[src/rtl/mac_pkg.sv]
// Shared types and constants for the MAC sequencer.
// FSM state enum, drain length and default operand/length widths.
package mac_pkg;

  typedef enum logic [2:0] {
    IDLE  = 3'd0,
    CLEAR = 3'd1,
    FEED  = 3'd2,
    DRAIN = 3'd3,
    DONE  = 3'd4
  } state_t;

  localparam int DRAIN_CYCLES = 2;
  localparam int DEF_WIDTH    = 8;
  localparam int DEF_LEN_W    = 4;

endpackage

[src/rtl/mac_sequencer.sv]
// Dot-product sequencer: streams (w,x) pairs into an external MAC and
// captures the accumulated result behind a valid/ready handshake.
// Ports: clk, rst (sync, active-low), start/len, in_valid/in_ready,
// w_in/x_in, mac_clr/mac_en/mac_w/mac_x, mac_out, res_valid/res_ready,
// res_data, busy.
// Option: define MAC_SEQUENCER_RELU_EN to clamp negative results to 0.
module mac_sequencer
  import mac_pkg::*;
#(
  parameter int WIDTH = DEF_WIDTH,
  parameter int LEN_W = DEF_LEN_W
) (
  input  logic                      clk,
  input  logic                      rst,
  input  logic                      start,
  input  logic [LEN_W-1:0]          len,
  input  logic                      in_valid,
  output logic                      in_ready,
  input  logic signed [WIDTH-1:0]   w_in,
  input  logic signed [WIDTH-1:0]   x_in,
  output logic                      mac_clr,
  output logic                      mac_en,
  output logic signed [WIDTH-1:0]   mac_w,
  output logic signed [WIDTH-1:0]   mac_x,
  input  logic signed [2*WIDTH-1:0] mac_out,
  output logic                      res_valid,
  input  logic                      res_ready,
  output logic signed [2*WIDTH-1:0] res_data,
  output logic                      busy
);

  localparam logic [1:0] DLAST = 2'(DRAIN_CYCLES - 1);

  state_t st, nxt;

  logic [LEN_W-1:0]          cnt;
  logic [1:0]                dcnt;
  logic                      hs;
  logic                      go;
  logic                      last;
  logic signed [2*WIDTH-1:0] cap;

  assign in_ready  = (st == FEED);
  assign res_valid = (st == DONE);
  assign busy      = (st != IDLE);
  assign hs        = in_ready && in_valid;
  assign go        = (st == IDLE) && start;
  assign last      = (st == DRAIN) && (dcnt == DLAST);

`ifdef MAC_SEQUENCER_RELU_EN
  assign cap = mac_out[2*WIDTH-1] ? '0 : mac_out;
`else
  assign cap = mac_out;
`endif

  always_ff @(posedge clk) begin
    if (!rst)
      st <= IDLE;
    else
      st <= nxt;
  end

  always_comb begin
    nxt = st;
    unique case (st)
      IDLE:
        if (start)
          nxt = (len == '0) ? DONE : CLEAR;
      CLEAR:
        nxt = FEED;
      FEED:
        if (hs && cnt == LEN_W'(1))
          nxt = DRAIN;
      DRAIN:
        if (dcnt == DLAST)
          nxt = DONE;
      DONE:
        if (res_ready)
          nxt = IDLE;
      default:
        nxt = IDLE;
    endcase
  end

  // mac_clr is registered from nxt so it is high exactly while in CLEAR;
  // the MAC therefore clears on the CLEAR->FEED edge.
  always_ff @(posedge clk) begin
    if (!rst) begin
      cnt      <= '0;
      dcnt     <= '0;
      mac_en   <= 1'b0;
      mac_w    <= '0;
      mac_x    <= '0;
      mac_clr  <= 1'b1;
      res_data <= '0;
    end else begin
      mac_clr <= (nxt == CLEAR);
      mac_en  <= hs;
      dcnt    <= (st == DRAIN) ? dcnt + 2'd1 : 2'd0;
      if (hs) begin
        mac_w <= w_in;
        mac_x <= x_in;
        cnt   <= cnt - LEN_W'(1);
      end
      if (go) begin
        cnt <= len;
        if (len == '0)
          res_data <= '0;
      end
      if (last)
        res_data <= cap;
    end
  end

endmodule

[config.mk]
export PLATFORM = sky130hd
export DESIGN_NAME = mac_sequencer
export DESIGN_NICKNAME = d
export VERILOG_FILES = /design/src/rtl/mac_pkg.sv /design/src/rtl/mac_sequencer.sv
export SDC_FILE = /design/constraint.sdc
export NUM_CORES = 1
export LEC_CHECK = 0
export BUFFER_PORTS_ARGS = -buffer_cell sky130_fd_sc_hd__buf_2
export CORE_MARGIN = 2
export CORE_UTILIZATION = 50
export DETAILED_ROUTE_END_ITERATION = 8
export GPL_TIMING_DRIVEN = 0
export PLACE_DENSITY_LB_ADDON = 0.3
export SLEW_MARGIN = 5
export SYNTH_ARGS = -nofsm -noshare
export SYNTH_HDL_FRONTEND = slang
export SYNTH_SLANG_ARGS = --single-unit
[constraint.sdc]
create_clock -name clk -period 2.6 [get_ports clk]
set_input_delay 0.39 -clock clk [delete_from_list [all_inputs] [get_ports clk]]
set_output_delay 0.39 -clock clk [all_outputs]
set_load 0.01 [all_outputs]
==> metrics.yaml <==
place:
  hpwl_um: 2910
  place_ws_ns: 0.710
  io_buffers: 77
  gp_congestion: 0.774
critical_path:
  startpoint_type: "flip-flop"
  regToRegSetupSlack_ns: 0.91
  crit_type: "reg2out"
  cpLargestDelayFamily: "simple AND/OR/NAND/NOR gates"
  critPathMaxStageDelay_ns: 0.38
  critPathCaptureType: "output pin"
  path_buf_inv: 2
  critPathSlowestCell: "or3_1"
  rr_startpoint: "st[1]$_SDFF_PN0_"
  cp.required_ns: 2.21
  worstPathMaxFanout: 10
  path_cells: "clkbuf_2 > or3_1 > buf_2"
  reg2reg_to: "res_data[13]$_SDFFE_PN0P_"
  r2r_cells: 6
  crit_arrival_ns: 1.36
min_path:
  hold_path_end: "mac_x[3]$_SDFFE_PN0P_"
  hold_path.class: "in2reg"
  min_from: "x_in[3]"
  hold_depth: 3
global_routing:
  use_met3: 0.0722
  met2_usage: 0.349
  grt_pass1_wl_um: 6560
  grt.met1_usage: 0.240
  grt_busiest_layer: "met2"
  antenna_found_initial: 0
  grt_pass1_vias: 1560
  grt_max_degree: 14
  grt_usage: 0.206
  overflow: 0
clock_tree:
  cts_root_buffer: "clkbuf_4"
  cts.sinks: 43
  insertion_delay_ns: 0.35
  clkTransAtPathRegs_ns: 0.12
  htree_levels: 2
  ctsResizeCount: 0
  cts_tree: "yes"
  cts_setup_buffers: 0
  cts_hold_buf: 0
  clockBufferDepth: 2
  cts_made_buffers: 5
synthesis:
  ys_warn_count: 0
  syn_inst: 190
  ys_seq_area_frac: 0.479
  syn_nets: 234
  netlist_area_mm2: 0.00180
  syn_area_per_cell_um2: 9.45
  ys_ff_latch: 43
  synth_cell_types: 33
timing:
  fin_skew_ns: 0.00933
  setup_tns_ns: 0
  hold_viol_final: 0
  period_share: 0.674
  drv_slew: 0
  worst_slew_pin_slew_ns: 0.669
  setup_viol: 0
  rsz0062_at_grt: "no"
  fin_crit_ns: 1.75
  max_freq_mhz: 571
  slew_headroom: 0.550
  setup_ws_ns: 0.848
cells_and_area:
  antennaDiodeCount: 0
  area_growth_syn_to_layout_pct: 28.7
  layout_commonest_cell: "buf_2"
  drive_gt1_frac: 0.371
  nets: 318
  layout_common_cells: "buf_2 (83), dfxtp_1 (43), nand2_1 (36), nor2b_1 (18), a21boi_0 (17)"
die:
  io_pins: 78
  die_h_um: 63.9
  row_count: 21
  start_util: 0.530
  die_width_um: 63.9
  dieArea_mm2: 0.00409
  core-area_mm2: 0.00339
routing:
  routed_wl_um: 3900
  dr.pass1.iters: 4
  drtIter0Drc: 78
  dr_total_vias: 1609
  avgViaCountPerCell: 5.01
  antenna_left: 0
  drc_errors: 0
  wl_per_cell_um: 12.1
run:
  drv_cap: 0
power_and_ir_drop:
  power.density_mw_per_mm2: 523
  cellLeakagePower_nw: 1.03
  ir_drop_mv: 0.316
run_status:
  status: "complete, no violations"
worst max path at each step:
stage	startpoint	end	slack (ns)	depth (start not counted)
final	st[1]$_SDFF_PN0_	busy	0.85	3
after global routing	st[1]$_SDFF_PN0_	busy	0.74	3
after CTS	st[1]$_SDFF_PN0_	busy	0.82	3
after detailed placement	len[0]	mac_clr$_SDFF_PN1_	0.71	5
after global placement	len[0]	mac_clr$_SDFF_PN1_	0.69	5
after floorplan	len[0]	mac_clr$_SDFF_PN1_	1.05	4
tightest hold or removal path, stage by stage:
cell      delay (ns)
buf_2           0.09
nand2_1         0.04
a21boi_0        0.06
cells in the mapped netlist:
cell type,n,area [um2]
dfxtp_1,43,861
nand2_1,36,135
nor2b_1,18,113
a21boi_0,17,128
a22oi_1,15,113
nor2_1,8,30.0
buf_2,6,30.0
nor3_1,5,25.0
clkbuf_1,4,15.0
inv_1,4,15.0
buf_6,3,33.8
ha_1,3,37.5
a21oi_4,2,32.5
a221oi_1,2,17.5
and2_1,2,12.5
nand2b_1,2,12.5
nor4_1,2,12.5
o21ai_0,2,10.0
or2b_1,2,15.0
a211oi_2,1,12.5
a21o_1,1,7.51
a22oi_2,1,12.5
a32oi_1,1,8.76
and3_1,1,6.26
and3b_1,1,8.76
and4b_4,1,13.8
and4bb_2,1,12.5
clkbuf_2,1,5.00
nand4bb_1,1,11.3
nor4b_4,1,23.8
o211a_1,1,10.0
or3_1,1,6.26
xnor2_1,1,8.76
through the flow:
| step | util | std cells | hold WS (ns) | power [mW] | cell area, um2 |
|---|---|---|---|---|---|
| 2_1_floorplan | - | 190 | 0.408 | 0.795 | 1800 |
| 3_3_place_gp | 0.660 | 313 | 0.422 | 0.857 | 2240 |
| 3_5_place_dp | 0.660 | 313 | 0.432 | 0.861 | 2240 |
| 4_1_cts | 0.682 | 321 | 0.261 | 1.23 | 2310 |
| 5_1_grt | 0.682 | 321 | 0.250 | 1.28 | 2310 |
| 6_report | 0.682 | 321 | 0.275 | 1.21 | 2310 |
layout make-up:
type / instances / area, um2
inverters: 4 / 15.0
well taps: 46 / 57.6
flip-flops and latches: 43 / 861
plain buffers: 14 / 83.8
multi-input cells: 129 / 836
clock buffers: 7 / 65.1
repair buffers: 77 / 385
fillers: 313 / 1080
clock inverters: 1 / 7.51
layer usage:
layer | vias up | part of all wire
met2 | 61 | 0.48
met1 | 724 | 0.44
li1 | 820 | -
met5 | - | 0
met4 | 0 | 0.0069
met3 | 4 | 0.064
flip-flops by register name, summed over array words and instances, names as in the netlist:
name / cells
cnt: 4
res_data: 16
dcnt: 2
mac_clr: 1
mac_en: 1
mac_w: 8
mac_x: 8
st: 3
cells by family (layout without fill, tap and decap cells):
group | count (synthesis) | after routing | synth area share
adder cells (fa/ha/maj) | 3 | 3 | 0.0209
AND/OR/NAND/NOR | 82 | 82 | 0.244
XOR/XNOR | 1 | 1 | 0.00488
flip-flops | 43 | 43 | 0.479
AO/OA/AOI/OAI | 43 | 43 | 0.196
buffers and inverters | 18 | 103 | 0.0550
power by group:
| group | switching, mW | internal (mW) | leakage, nW |
|---|---|---|---|
| clock network | 0.206 | 0.158 | 0.0375 |
| logic | 0.0793 | 0.0755 | 0.645 |
| registers | 0.0109 | 0.679 | 0.348 |
| total | 0.296 | 0.913 | 1.03 |
(Power assumes the default switching activity.)
